--- src/rtl/vga_timing_gen.sv ---
// vga_timing_gen: 640x480@60 raster timing with registered sync/display decodes and a built-in test-pattern source.
module vga_timing_gen #(
  parameter int H_ACTIVE = 640,
  parameter int H_FP     = 16,
  parameter int H_SYNC   = 96,
  parameter int H_BP     = 48,
  parameter int V_ACTIVE = 480,
  parameter int V_FP     = 10,
  parameter int V_SYNC   = 2,
  parameter int V_BP     = 33,
  parameter bit SYNC_POL = 1'b0,
  parameter int CNT_W    = 10
) (
  input  logic             clk,
  input  logic             reset_n,
  input  logic [1:0]       pattern_sel,
  output logic             hsync,
  output logic             vsync,
  output logic             h_display,
  output logic             v_display,
  output logic [CNT_W-1:0] pixel_x,
  output logic [CNT_W-1:0] pixel_y,
  output logic             line_start,
  output logic             frame_start,
  output logic [1:0]       R_out,
  output logic [1:0]       G_out,
  output logic [1:0]       B_out
);
  localparam int H_TOTAL = H_ACTIVE + H_FP + H_SYNC + H_BP;
  localparam int V_TOTAL = V_ACTIVE + V_FP + V_SYNC + V_BP;
  localparam logic [CNT_W-1:0] ONE       = CNT_W'(1);
  localparam logic [CNT_W-1:0] H_LAST    = CNT_W'(H_TOTAL - 1);
  localparam logic [CNT_W-1:0] V_LAST    = CNT_W'(V_TOTAL - 1);
  localparam logic [CNT_W-1:0] H_ACT     = CNT_W'(H_ACTIVE);
  localparam logic [CNT_W-1:0] V_ACT     = CNT_W'(V_ACTIVE);
  localparam logic [CNT_W-1:0] HS_BEG    = CNT_W'(H_ACTIVE + H_FP);
  localparam logic [CNT_W-1:0] HS_END    = CNT_W'(H_ACTIVE + H_FP + H_SYNC);
  localparam logic [CNT_W-1:0] VS_BEG    = CNT_W'(V_ACTIVE + V_FP);
  localparam logic [CNT_W-1:0] VS_END    = CNT_W'(V_ACTIVE + V_FP + V_SYNC);
  localparam logic [CNT_W-1:0] BAR_LAST  = CNT_W'(H_ACTIVE / 8 - 1);
  localparam logic [CNT_W-1:0] BAND_LAST = CNT_W'(V_ACTIVE / 4 - 1);

  logic             run_q, wrap;
  logic [CNT_W-1:0] x_q, x_d, y_q, y_d, bcnt_q, bcnt_d, lcnt_q, lcnt_d;
  logic [2:0]       bar_q, bar_d;
  logic [1:0]       band_q, band_d, pat_q, pat_d, chk;
  logic             hs_q, hs_d, vs_q, vs_d, hd_q, hd_d, vd_q, vd_d, ls_q, ls_d, fs_q, fs_d;
  logic [5:0]       rgb_q, rgb_d;

  // Everything is decoded from the next position so all outputs land on the same edge.
  always_comb begin
    wrap   = x_q == H_LAST;
    x_d    = (!run_q || wrap) ? '0 : x_q + ONE;
    y_d    = !run_q ? '0 : !wrap ? y_q : (y_q == V_LAST) ? '0 : y_q + ONE;
    hd_d   = x_d < H_ACT;
    vd_d   = y_d < V_ACT;
    hs_d   = (x_d >= HS_BEG && x_d < HS_END) ? SYNC_POL : !SYNC_POL;
    vs_d   = (y_d >= VS_BEG && y_d < VS_END) ? SYNC_POL : !SYNC_POL;
    ls_d   = x_d == '0;
    fs_d   = ls_d && y_d == '0;
    bcnt_d = (ls_d || bcnt_q == BAR_LAST) ? '0 : bcnt_q + ONE;
    bar_d  = ls_d ? '0 : (bcnt_q == BAR_LAST) ? bar_q + 3'd1 : bar_q;
    lcnt_d = !ls_d ? lcnt_q : (fs_d || lcnt_q == BAND_LAST) ? '0 : lcnt_q + ONE;
    band_d = !ls_d ? band_q : fs_d ? '0 : (lcnt_q == BAND_LAST) ? band_q + 2'd1 : band_q;
    pat_d  = fs_d ? pattern_sel : pat_q;
    chk    = {2{x_d[5] ^ y_d[5]}};
    rgb_d  = !(hd_d && vd_d) ? '0 :
             (pat_d == 2'd1) ? {{2{bar_d[2]}}, {2{bar_d[1]}}, {2{bar_d[0]}}} :
             (pat_d == 2'd2) ? {3{chk}} :
             (pat_d == 2'd3) ? {3{band_d}} : '0;
  end

  always_ff @(posedge clk or negedge reset_n) begin
    if (!reset_n) begin
      run_q  <= 1'b0;
      x_q    <= '0;
      y_q    <= '0;
      bcnt_q <= '0;
      lcnt_q <= '0;
      bar_q  <= '0;
      band_q <= '0;
      pat_q  <= '0;
      hs_q   <= !SYNC_POL;
      vs_q   <= !SYNC_POL;
      hd_q   <= 1'b0;
      vd_q   <= 1'b0;
      ls_q   <= 1'b0;
      fs_q   <= 1'b0;
      rgb_q  <= '0;
    end else begin
      run_q  <= 1'b1;
      x_q    <= x_d;
      y_q    <= y_d;
      bcnt_q <= bcnt_d;
      lcnt_q <= lcnt_d;
      bar_q  <= bar_d;
      band_q <= band_d;
      pat_q  <= pat_d;
      hs_q   <= hs_d;
      vs_q   <= vs_d;
      hd_q   <= hd_d;
      vd_q   <= vd_d;
      ls_q   <= ls_d;
      fs_q   <= fs_d;
      rgb_q  <= rgb_d;
    end
  end

  assign pixel_x     = x_q;
  assign pixel_y     = y_q;
  assign hsync       = hs_q;
  assign vsync       = vs_q;
  assign h_display   = hd_q;
  assign v_display   = vd_q;
  assign line_start  = ls_q;
  assign frame_start = fs_q;
  assign R_out       = rgb_q[5:4];
  assign G_out       = rgb_q[3:2];
  assign B_out       = rgb_q[1:0];
endmodule

--- config.mk ---
export PLATFORM = sky130hd
export DESIGN_NAME = vga_timing_gen
export DESIGN_NICKNAME = d
export VERILOG_FILES = /design/src/rtl/vga_timing_gen.sv
export SDC_FILE = /design/constraint.sdc
export NUM_CORES = 1
export LEC_CHECK = 0
export CAP_MARGIN = 20
export CORE_MARGIN = 1.5
export CORE_UTILIZATION = 50
export DETAILED_ROUTE_END_ITERATION = 16
export MAX_ROUTING_LAYER = met4
export PLACE_DENSITY = 0.76
export RECOVER_POWER = 25
export SLEW_MARGIN = 0
export SYNTH_ARGS = -nofsm -noshare
export SYNTH_HDL_FRONTEND = slang
export SYNTH_SLANG_ARGS = --single-unit
--- constraint.sdc ---
create_clock -name clk -period 8.3 [get_ports clk]
set_input_delay 2.075 -clock clk [delete_from_list [all_inputs] [get_ports clk]]
set_output_delay 2.075 -clock clk [all_outputs]
set_load 0.02 [all_outputs]
==> results of run 1 <==
report_power, final:
part           switching, mW  total [mW]  internal, mW
Clock                  0.116       0.314         0.198
Combinational         0.0300      0.0485        0.0185
Sequential           0.00659       0.305         0.299
sequential cells by signal, indices dropped and copies added, names as in the netlist:
register     cells
vsync            1
band_q           2
h_display        1
v_display        1
pixel_y         10
run_q            1
pat_q            2
frame_start      1
rgb_q            6
lcnt_q          10
line_start       1
bar_q            3
bcnt_q          10
pixel_x         10
hsync            1
metal layers:
metal	GRT usage, %	vias to the layer above	wire length [um]	part of all wire (%)
li1	-	1268	-	-
met1	29.1	1238	3340	49
met2	32.3	58	3200	47
met3	5.84	8	242	3.5
met4	6.26	0	78	1.1
met5	-	-	0	0
worst paths after layout:
kind | from | to | slack (ns) | cells past startpoint
worst max-delay path | reset_n | bcnt_q[7] | 3.73 | 2
worst min-delay path | bcnt_q[0] | bcnt_q[0] | 0.46 | 1
worst max register to register | pixel_x[0] | pat_q[0] | 4.42 | 9
worst min register to register | bcnt_q[0] | bcnt_q[0] | 0.46 | 1
max in group clk | pixel_x[0] | pat_q[0] | 4.42 | 9
min in group asynchronous | reset_n | pixel_x[2] | 2.83 | 2
synthesized netlist by cell type, drive strengths merged, types with 2 or more instances:
| master | n |
|---|---|
| nand3b | 3 |
| nor2 | 29 |
| dfrtp | 58 |
| buf | 7 |
| nor2b | 2 |
| nor4b | 4 |
| o31ai | 4 |
| nand4 | 12 |
| inv | 8 |
| xnor2 | 14 |
| a21oi | 13 |
| or2 | 3 |
| o21ai | 8 |
| nand2b | 2 |
| a21o | 3 |
| mux2 | 2 |
| or3 | 7 |
| nand3 | 24 |
| xor2 | 11 |
| nor4bb | 2 |
| a2111oi | 5 |
| nand2 | 26 |
| nor4 | 7 |
| and3 | 4 |
| and2 | 7 |
| nor3 | 13 |
| a22oi | 3 |
| nor3b | 7 |
| ha | 6 |
| or4b | 2 |
| a31oi | 2 |
| dfstp | 2 |
| or4 | 7 |
area by class of cell:
type                            count  area share, %
Inverter                            8          0.774
Clock inverter                      7           2.97
Timing Repair Buffer               36           9.00
Multi-Input combinational cell    247           42.8
Clock buffer                        9           3.19
Tap cell                           77           2.48
Sequential cell                    60           38.8
through the flow:
step,utilization (%),area (um2),hold slack [ns]
floorplan,-,3290,0.433
global placement,58.0,3690,0.456
detailed placement,58.0,3690,0.452
CTS,61.8,3930,0.462
global route,61.1,3880,0.480
finish,61.1,3880,0.461
logic make-up after synthesis:
kind of cell               share of synthesized area (%)
and+or+nand+nor                                     30.1
DFF                                                 45.8
AOI/OAI and AO/OA                                   11.7
xor gates and xnor gates                            6.66
buffers and inverters                               2.44
adders and majority gates                           2.28
muxes                                              0.990
other                                              0.114
==> results list, run 1 <==
- Buffers inserted during clock tree synthesis total 9.
- After clock tree synthesis, the clock-pin slew on the worst setup and hold paths is about 0.070 ns.
- Fraction of layout instances using a drive strength above 1: 12.0%
- The synthesized design contains 0 enable-type register cells.
- Of all nets on the critical path, the largest fanout is 60.
* Share of flip-flops with an asynchronous set or reset: 100%
- 0 antenna diodes ended up in the layout.
* Overflow left after global routing: 0
* Post-synth design cell area: around 3300 um2
- Leaving out fill and tap cells, the most frequent cell in the layout is dfrtp_1.
- Using the TritonRoute via totals, the vias-per-cell ratio works out to 5.79.
* Ports placed on the boundary: 36
- FF+latch count, synth: 60
* Count of nets left with antenna violations after detail routing: 0
- Entering global routing, the biggest net connects 61 pins.
- Count of hold buffers inserted by post-cts repair: 0
* Pre-CTS setup slack: a little over 5 ns
* Critical path endpoint category: async pin
- FF/Latch Area: 1500 um2
* Avg Synthesized Cell Area: 10.2 um2
- Arrival time of data at the critical path endpoint: between 4 and 5 ns
- Shortest period the worst path allows: roughly 4.6 ns
- Violated checks: capacitance limit, slew limit
* Cell types with the largest area share after synthesis: dfrtp_1, xnor2_1, nand3_1
* Startpoint Class: input port
- The H-tree was split into 3 levels.
- For this design the ratio of total power to cell area is 172 nW/um2.
* Final-report max-slew violation count: 61
- STA puts the critical path data required time at between 8 and 9 ns.
* CTS tree: built
- Setup Fix Bufs, Post-CTS: 0
- The final layout contains routed wiring with a total length of approximately 7 mm.
- For this run, the post-layout net count is ~370.
* Final count of negative-setup-slack endpoints: 0
- HPWL after detailed placement: 4.84 mm
- Yosys top cell area share: 44.2%
- Deepest clock path buffer count: 2
- Maximum vdd ir drop: roughly 0.14 mV
- Sequential elements use between 40% and 50% of the synthesized area.
- Primary flip-flop cell chosen by synthesis mapping: dfrtp_1
* Layout Cells excl Fill: roughly 440
* Full die area: between 7000 and 8000 um2
- Die extent in x: about 84 um
- Tightest Pin Transition: around 3 ns
- The worst setup path is of the in2async kind.
- DRC marker count from the first detailed-route iteration: 150
- Std-Cell Core Area: ~6300 um2
- Crit path cell chain: buf_2 > clkbuf_1
* Weighted congestion reported at the end of routability-driven placement: approximately 0.91
- Setup TNS: 0 ns
* Total DRC errors in the routed layout: 0
- Post-route clock period utilization: 55.1%
- In the layout the commonest cells are dfrtp_1, clkdlybuf4s50_1, nor2_1, nand2_1, nand3_1.
- Number of library cell types mapped by synthesis: 70
- Synthesis produced a netlist with a net count of 333.
- Worst clock skew: around 0.0074 ns
- On the critical path the largest part of the delay comes from buffers and inverters.
* Initial antenna violation count: 0
- Vertical extent of the die: about 84 um
- Result of the run: finished with violations
- The tool flagged a number of max-cap violations equal to 1.
* Post-synthesis to final-layout area growth: 18.0%
- Derived from the worst setup path, the maximum achievable clock frequency is between 200 and 250 MHz.
- Clock root buffer master: clkbuf_8
* Power after layout: 0.668 mW
- Total iterations of the first detailed-routing run: 4
- The path class of the tightest hold or removal check is reg2reg.
- The final hold violation count was 0.
* Site Rows: 29
* Multi-input combinational cell area: approximately 1700 um2
* Worst max-slew margin expressed relative to the limit: -104%
* Routed WL per cell: roughly 15 um
* Slowest CP cell: clkbuf_1
- In this run the static leakage power is between 1.5 and 2 nW.
- Library cell with the largest summed area after synthesis: dfrtp_1
* Setup slack after layout: about 3.7 ns
- The largest single stage delay on the critical path is around 2.1 ns.
- The layout has around 510 filler cells.
* All-layer global routing usage: 21.6%
- The initial utilization of the core area, before any placement, comes to roughly half.
* Via count: about 2600
* Number of clock sinks: 60
- Placed cell count: ~430
- Insertion delay of the later-clocked pin in the worst-skew pair: between 0.3 and 0.4 ns
* Global-route wire length before repair: between 10 and 15 mm
- Synth warn: 0
- Buffer and inverter count on the worst path: 2
* Input/output buffers: 35
- Vias in the first global route: ~2500
- After clock tree synthesis, the repair step resized 0 gates.
- Synthesis produced a netlist whose cell count is roughly 320.
- Setup repair after global routing left no endpoint under its margin.
Power figures use the tool's default switching activity.
==> run 2, diff against run 1 <==
PLACE_DENSITY = 0.79   (was 0.76)
clock period = 3.7 ns   (was 8.3 ns; I/O delays follow)
==> run 2 against run 1 <==
  * Worst setup slack got worse by 3.2 ns
  * Final cell count did not move
  * Core utilization shrank 0.28 points
  * Worst hold slack improved by 0.021 ns
  * The flow now finishes without violations
  * Critical path type is now reg2reg
  * Flip-flop and latch count stayed put
  * Clock skew up 0.0062 ns
  * Critical path depth increased by 7
  * Routed wire length decreased by 0.38%
  * Non-clock buffer count is the same
  * First-iteration DRC count up 29%
  * Sequential power is 120% higher
  * Global-route usage barely moved
==> results list, run 2 (same netlist as run 1, synthesis figures left out) <==
* Total iterations of the first detailed-routing run: 4 (unchanged)
* Critical path peak fanout: 16 (-73%)
- Power after layout: 1.33 mW (+99%)
- Diode insertion count for antenna repair: 0 (unchanged)
- Clock transition at the register clock pins on the worst setup and hold paths after CTS: 0.07 ns (about the same)
* Post-synthesis to final-layout area growth: 17.5%
* Aggregate routed wire length: 6.83 mm (-0.38%)
- Std-Cell Core Area: 6350 um2 (unchanged)
* Sw power: 0.338 mW (+120%)
* Commonest non-fill, non-tap cells in the layout: dfrtp_1, clkdlybuf4s50_1, nor2_1, nand2_1, nand3_1
- Multi-input combinational cell area: 1700 um2 (+2.5%)
* Number of H-tree levels: 3 (unchanged)
* Ports placed on the boundary: 36 (unchanged)
- Cells resized by post-CTS repair: 0 (unchanged)
* Full die area: 7070 um2 (unchanged)
- The total grt overflow was 0 (unchanged).
- The tightest min-delay check is of the reg2reg type.
- Highest clock frequency the design can meet: around 310 MHz
- Fill cell count: 511 (-0.39%)
* Max-Cap Viols: 0 (-1)
* Sw Ratio: 25.4% (+2.6 points)
- The power per standard cell area came to 344 nW/um2 (+100%).
- Number of clock sinks: 60 (unchanged)
- Unrepaired setup endpoints after global routing: no
- Number of vias per cell: 5.89 (+1.7%)
* Initial antenna violation count: 0 (unchanged)
- The height of the die was 84.1 um (unchanged).
- The die span in x came to 84.1 um (unchanged).
- Site Rows: 29 (unchanged)
- Final Hold Viols: 0 (unchanged)
- The final RePlAce weighted congestion came to 0.907 (-0.20%).
- Critical path endpoint category: register
- Most common cell after layout, fill and taps aside: dfrtp_1
* Initial Utilization: 51.8% (unchanged)
- Internal power component: 0.992 mW (+93%)
- Input/output buffers: 35 (unchanged)
- The number of DRC markers in iteration 0 came to 194 (+29%).
- The number of buffers inserted to repair setup after CTS was 0 (unchanged).
- Maximum vdd ir drop: 0.202 mV (+44%)
- Total DRC errors in the routed layout: 0 (unchanged)
- After layout, the minimum clock period comes to about 3.2 ns.
* CTS tree: built
- The measured slew at the worst slew-check pin was 1.19 ns (-1.87 ns).
- Worst clock skew: 0.0136 ns (+0.00622 ns)
- The total vias in the final route came to 2616 (+1.7%).
* Routed WL per cell: 15.4 um (-0.38%)
* Net total in the final layout: 372 (unchanged)
- Count of hold buffers inserted by post-cts repair: 0 (unchanged)
- Setup TNS: 0 ns (unchanged)
* Startpoint Class: register
- The data required time of the worst path is 3.92 ns (-4.14 ns).
* Result of the run: finished, final reports clean
* Layout Cells excl Fill: 444 (unchanged)
- Arrival time of data at the critical path endpoint: 3.42 ns (-0.92 ns)
- The share of final-layout standard cells stronger than drive strength 1 came to 12.8% (+0.82 points).
* Clock root buffer master: clkbuf_8
* Deepest clock path buffer count: 2 (unchanged)
- The critical path is of the reg2reg type.
* Clock power frac: 40.2% (-6.8 points)
- The worst path uses ~87% of the clock period.
* Final count of negative-setup-slack endpoints: 0 (unchanged)
* Count of nets left with antenna violations after detail routing: 0 (unchanged)
- FF/Latch Area: 1500 um2 (unchanged)
- Final-report max-slew violation count: 0 (-100%)
* Fraction of power consumed by combinational cells: 8.3% (+1.0 points)
- Global-route wire length before repair: 12.0 mm (+0.93%)
* Insertion delay of the later-clocked pin in the worst-skew pair: 0.34 ns (about the same)
- Placed cell count: 428 (unchanged)
* Maximum number of pins on one net before global-route repair: 39 (-36%)
- The number of buffers inserted during clock tree synthesis came to 9 (unchanged).
* Leakage component of the power: 1.56 nW (-0.25%)
- Vias in the first global route: 2597 (+5.2%)
* Sequential share of power: 51.6% (+5.9 points)
- Worst max-slew margin expressed relative to the limit: 20.4% (+120 points)
- All-layer global routing usage: 21.6% (-0.040 points)
- The HPWL after detailed placement came to 4.97 mm (+2.8%).
## run 2: cell count changes in the layout (fill, tap and decap cells not counted), sizes merged
cell,delta
clkinvlp,-1
buf,-1
bufinv,-3
clkbuf,+5
## run 2: final timing paths
kind                            start         end  slack, ns  cells past startpoint
max in group asynchronous     reset_n  pixel_y[4]       1.37                      2
min in group asynchronous     reset_n  pixel_x[2]       0.81                      1
max reg2reg                pixel_x[0]    pat_q[1]       0.49                      9
min reg2reg                 bcnt_q[0]   bcnt_q[0]       0.48                      1
max                        pixel_x[0]    pat_q[1]       0.49                      9
min                         bcnt_q[0]   bcnt_q[0]       0.48                      1
## run 2: power by group through the flow
stage	registers [mW]	logic [mW]	clock network (mW)
2_1_floorplan	0.702	0.0613	0
3_3_place_gp	0.697	0.109	0
3_5_place_dp	0.698	0.112	0
4_1_cts	0.686	0.112	0.546
5_1_grt	0.688	0.123	0.576
6_report	0.686	0.110	0.534
## run 2: final cells by class
cell class	count	area share, %
multi-input cells	247	44.1
well taps	77	2.49
inverters	8	0.777
clock buffers	13	4.11
repair buffers	36	9.04
flip-flops and latches	60	38.9
clock inverters	3	0.551
## run 2: per-layer routing
| layer | vias up | global-route usage, % | wire length [um] |
|---|---|---|---|
| met5 | - | - | 0 |
| li1 | 1263 | - | - |
| met4 | 0 | 7.60 | 76 |
| met2 | 82 | 32.8 | 3230 |
| met1 | 1263 | 28.4 | 3190 |
| met3 | 8 | 5.04 | 337 |
## run 2: metrics by stage
stage	util, %	hold WS [ns]	area (um2)	worst slack (ns)
2_1_floorplan	-	0.433	3290	0.870
3_3_place_gp	58.0	0.453	3690	0.710
3_5_place_dp	58.0	0.471	3690	0.510
4_1_cts	60.9	0.482	3870	0.496
5_1_grt	60.8	0.498	3860	0.224
6_report	60.8	0.481	3860	0.494
## run 2: worst max-delay path, stage by stage (launching register included)
cell and delay, ns:
dfrtp_1 0.42, ha_1 0.32, nand4_4 0.21, o31ai_4 0.37
a21oi_1 0.20, nor3_2 0.52, nand2_4 0.17, inv_2 0.27
nand3_1 0.24, mux2_2 0.35
==> patch 1 (config.mk and constraints of run 2) <==
Set the parameter `SYNC_POL` to 1'b1 (it was 1'b0).
--- a/src/rtl/vga_timing_gen.sv
+++ b/src/rtl/vga_timing_gen.sv
@@ -10,3 +10,3 @@
   parameter int V_BP     = 33,
-  parameter bit SYNC_POL = 1'b0,
+  parameter bit SYNC_POL = 1'b1,
   parameter int CNT_W    = 10
Check against the original RTL: not equivalent (Yosys sat finds a counterexample within 4 cycles, from zero or initial values and one cycle with reset_n low).
==> patch 1 against run 2 <==
The run now ends with max-capacitance violations, max-slew violations left. Via count is 3.5% lower. Cell count is 1.6% lower. Design area is 4.7% lower. Critical path depth unchanged. Sequential cell count is the same. Total power increased by 3.4%. Worst setup slack got worse by 0.097 ns. Wire length grew 0.12%. Synthesized area decreased by 7.0%. Critical path type unchanged.
==> patch 1: results (changes against run 2) <==
share of layout cells above drive strength 1=8.01% (-4.8 points); CP peak stage delay=0.68 ns (+0.16 ns); minimum clock period=3.30 ns (+0.0968 ns); Routability Congestion=0.889 (-1.9%); post-synthesis compound-gate area fraction=12.7% (+1.0 points); Mapped Nets=325 (-2.4%); pin count of the biggest net entering global routing=37 (-5.1%); Hold Crit Class=flop to flop; crit path max-delay cell type=or4b_1; met2 Use GR=33.7% (+0.87 points); YS warnings=0 (unchanged); WP data arrival=3.53 ns (+0.11 ns); mux cell area share after synthesis=1.68% (+0.69 points); GRT Overall Usage=23.8% (+2.2 points); Post-Synth Adder-Cell Area=2.46% (+0.17 points); Seq/Total Area, Yosys=49.1% (+3.4 points); initial antenna violation count=0 (unchanged); Final Max Tran Viols=37 (+37); non-filler cells, final=437 (-1.6%); actual slew at the worst max-slew pin=1.89 ns (+0.698 ns); number of port buffers=35 (unchanged); Iteration-0 DRC Markers=159 (-18%); TritonCTS Buffers=9 (unchanged); Detailed Place HPWL=4940 um (-0.78%); Int Power=1030 uW (+4.1%); WL met1=3250 um (+1.9%); Avg Cell Area, Syn=9.70 sq um (-4.7%); maximum vdd drop=0.250 mV (+24%); Final nets=367 (-1.3%); GR met3 Demand/Resource=3.71% (-1.3 points); critical path fanouts, max=8 (-8); leakage=0.00156 uW (-0.21%); hold_ws=0.457 ns (-0.0245 ns); Worst Clk Skew=0.00451 ns (-0.00906 ns); routed length on met2=3240 um (+0.34%); Commonest cells post-synth=dfrtp_1, nor2_1, nand2_1; Reg2Reg Setup Slack=0.40 ns (-0.10 ns); first-pass GRT wire length=11,400 um (-4.7%); Post-Route WL=6840 um (+0.12%); Synth area leaders=dfrtp_1, nor2_1, xor2_1; vias per cell=5.78 (-2.0%); placed cell area=0.00351 sq mm (-4.8%); register share of total power=51.3% (-0.3 points); maxcap violations=1 (+1); met1 capacity usage during global routing=33.3% (+4.9 points); Top Layer Used=met4; placed cell count=421 (-1.6%); synth unique cells=50 (-29%); pre-CTS WS=0.425 ns (-0.0846 ns); number of gates resized after cts=0 (unchanged); vias in the first global route=2,346 (-9.7%); Switching Share=24.9% (-0.51 points); clk root buf=clkbuf_8; Clock Power Share=38.8% (-1.4 points); WL met3=267 um (-21%); status=finished with violations; Post-Synth XOR/XNOR Area=6.59% (-0.069 points); failing checks=max-capacitance violations, max-slew violations
patch 1: path summary, 6_finish.rpt:
path / startpoint / end / cells past startpoint
max: pixel_x[0] / rgb_q[2] / 9
min: bcnt_q[0] / bcnt_q[0] / 1
max reg2reg: pixel_x[0] / rgb_q[2] / 9
min reg2reg: bcnt_q[0] / bcnt_q[0] / 1
max in group asynchronous: reset_n / rgb_q[3] / 2
min in group asynchronous: reset_n / pixel_y[0] / 1
patch 1: kinds of logic (layout without fill, tap and decap cells):
logic type      count (synthesis)  count (layout)
fa+ha+maj                       6               6
compound gates                 57              57
flops                          60              60
buf+inv                        24              71
simple gates                  139             139
xor+xnor                       23              23
mux                             5               5
other cells                     1               1
patch 1: final cells by class:
class                      instances  area, sq um
tap                               75         93.8
fill                             510         2240
timing repair buffer              40          387
inverter                          15         56.3
multi-input combinational        231         1460
sequential                        60         1500
clock inverter                     1         5.00
clock buffer                      15          176
==> patch 2 (flow settings as in run 2) <==
Without the edit above. `x_q`, `y_q` and `rgb_q` no longer have a reset.
--- a/src/rtl/vga_timing_gen.sv
+++ b/src/rtl/vga_timing_gen.sv
@@ -75,4 +75,2 @@
       run_q  <= 1'b0;
-      x_q    <= '0;
-      y_q    <= '0;
       bcnt_q <= '0;
@@ -88,7 +86,4 @@
       fs_q   <= 1'b0;
-      rgb_q  <= '0;
     end else begin
       run_q  <= 1'b1;
-      x_q    <= x_d;
-      y_q    <= y_d;
       bcnt_q <= bcnt_d;
@@ -104,4 +99,9 @@
       fs_q   <= fs_d;
-      rgb_q  <= rgb_d;
     end
+  end
+
+  always_ff @(posedge clk) begin
+    x_q   <= x_d;
+    y_q   <= y_d;
+    rgb_q <= rgb_d;
   end
Behaviour: differs if reset_n is asserted again (counterexample within 4 cycles, from zero or initial values and one cycle with reset_n low); with reset_n held inactive, the same outputs for 10 cycles.
==> patch 2 against run 2 <==
The run now ends with max-capacitance violations, max-slew violations left. Total power increased by 18%. Largest power group is now clock. Critical path type unchanged. Synthesized area is 7.1% lower. Critical path depth unchanged. Wire length fell by 4.9%. Design area is 4.7% lower. Die area decreased by 6.8%. Clock skew fell by 0.0042 ns. Sequential cell count is the same. Worst setup slack lost 0.054 ns. Global-route usage increased by 0.57 points. Combinational power up 25%. Maximum frequency down 1.7%.
==> patch 2: results (changes against run 2) <==
status=finished with violations; failing checks=max-capacitance violations, max-slew violations; Longest Clk Path Bufs=2 (unchanged); initial antenna violation count=0 (unchanged); GRT Overall Usage=22.1% (+0.57 points); Commonest cells post-synth=nor2_1, dfrtp_1, dfxtp_1; Routability Congestion=0.878 (-3.1%); maximum vdd drop=0.286 mV (+42%); Async SR Flop Fraction=56.7% (-43 points); maxcap violations=1 (+1); startpoint of the worst hold path=pixel_x[0]; slew margin rel.=-18.8% (-39 points); WP data arrival=3.49 ns (+0.07 ns); Worst Clk Skew=0.00937 ns (-0.00421 ns); wire per inst=15.1 um (-1.9%); Detailed Place HPWL=4450 um (-10%); Post-Synth XOR/XNOR Area=8.89% (+2.2 points); setup repair bufs after CTS=0 (unchanged); Synth area leaders=dfrtp_1, dfxtp_1, xnor2_1; mux cell area share after synthesis=2.83% (+1.8 points); Seq/Total Area, Yosys=45.0% (-0.77 points); CP peak stage delay=0.70 ns (+0.18 ns); most common cell in the netlist=nor2_1; Iteration-0 DRC Markers=158 (-19%); pin count of the biggest net entering global routing=35 (-10%); synth unique cells=59 (-16%); leakage=0.00141 uW (-9.3%); Post-Synthesis Cells=317 (-1.9%); first-pass GRT wire length=10,600 um (-11%); Post-Route WL=6490 um (-4.9%); Post-Synth Adder-Cell Area=2.46% (+0.17 points); post-synthesis compound-gate area fraction=11.3% (-0.34 points); Final Max Tran Viols=35 (+35); critical path fanouts, max=19 (+3); placed cell count=414 (-3.3%); TritonCTS Buffers=9 (unchanged); crit path max-delay cell type=or3_1; Mapped Nets=327 (-1.8%); R2R Path Start=pixel_x[0]; Final nets=360 (-3.2%); critical path class=flop to flop; H-Tree Depth=3 (unchanged); number of port buffers=35 (unchanged); share of layout cells above drive strength 1=10.7% (-2.1 points); vias in the first global route=2,224 (-14%); pre-CTS WS=0.479 ns (-0.0302 ns); FILL cells=489 (-4.3%); DR vias=2,457 (-6.1%)
## patch 2: cell count changes in the layout (fill, tap and decap cells not counted), moves of 5 or more
cell     delta
a21oi_1     -5
dfrtp_1    -26
dfxtp_1    +26
mux2i_1     +5
nand3_1     -9
nor3_1      +9
o31ai_1     +7
or4_1       -5
xnor2_1     +8
## patch 2: logic make-up after synthesis
kind of cell / after synthesis
simple gates: 141
flops: 60
compound gates: 42
xor+xnor: 31
buf+inv: 28
mux: 8
fa+ha+maj: 6
other cells: 1
## patch 2: cell type report
type                    count  area, sq um  share of cell area [%]
clock buffers               9          124                    3.36
repair buffers             40          384                    10.4
inverters                  10         37.5                    1.02
multi-input cells         229         1540                    41.9
flip-flops and latches     60         1370                    37.3
well taps                  75         93.8                    2.55
clock inverters             7          125                    3.40
## patch 2: worst paths after layout
path	endpoint	slack, ns	cells after the start
max in group asynchronous	band_q[0]	1.07	2
min	pixel_x[0]	0.49	1
min reg2reg	pixel_x[0]	0.49	1
max	band_q[0]	0.44	9
min in group asynchronous	bcnt_q[4]	1.59	2
max reg2reg	band_q[0]	0.44	9
## patch 2: report_power, final
part           total (uW)  internal, uW  switching (uW)  leakage (uW)
combinational         138          60.2            78.2      0.000639
clock                 730           452             278      0.000124
sequential            701           676            25.3      0.000652
## patch 2: worst max-delay path: cells and delay by family, from the launching register on
family / cells / cell delay, ns
buffers and inverters: 1 / 0.29
DFF: 1 / 0.40
and+or+nand+nor: 5 / 1.80
adders and majority gates: 1 / 0.35
AOI/OAI and AO/OA: 1 / 0.17
xor gates and xnor gates: 1 / 0.15
## patch 2: stage by stage
| step | cell area (sq um) | util [%] | power (uW) |
|---|---|---|---|
| after detailed placement | 3440 | 58.1 | 853 |
| after global placement | 3440 | 58.1 | 849 |
| final | 3680 | 62.2 | 1570 |
| after global routing | 3680 | 62.2 | 1630 |
| after CTS | 3690 | 62.3 | 1580 |
| after floorplan | 3050 | - | 800 |
## patch 2: routing by layer
layer	track usage [%]	part of all wire [%]	up-vias
met5	-	0	-
met4	11.6	2.4	0
met3	5.17	5.0	12
met2	31.2	46	84
met1	29.6	47	1174
li1	-	-	1187
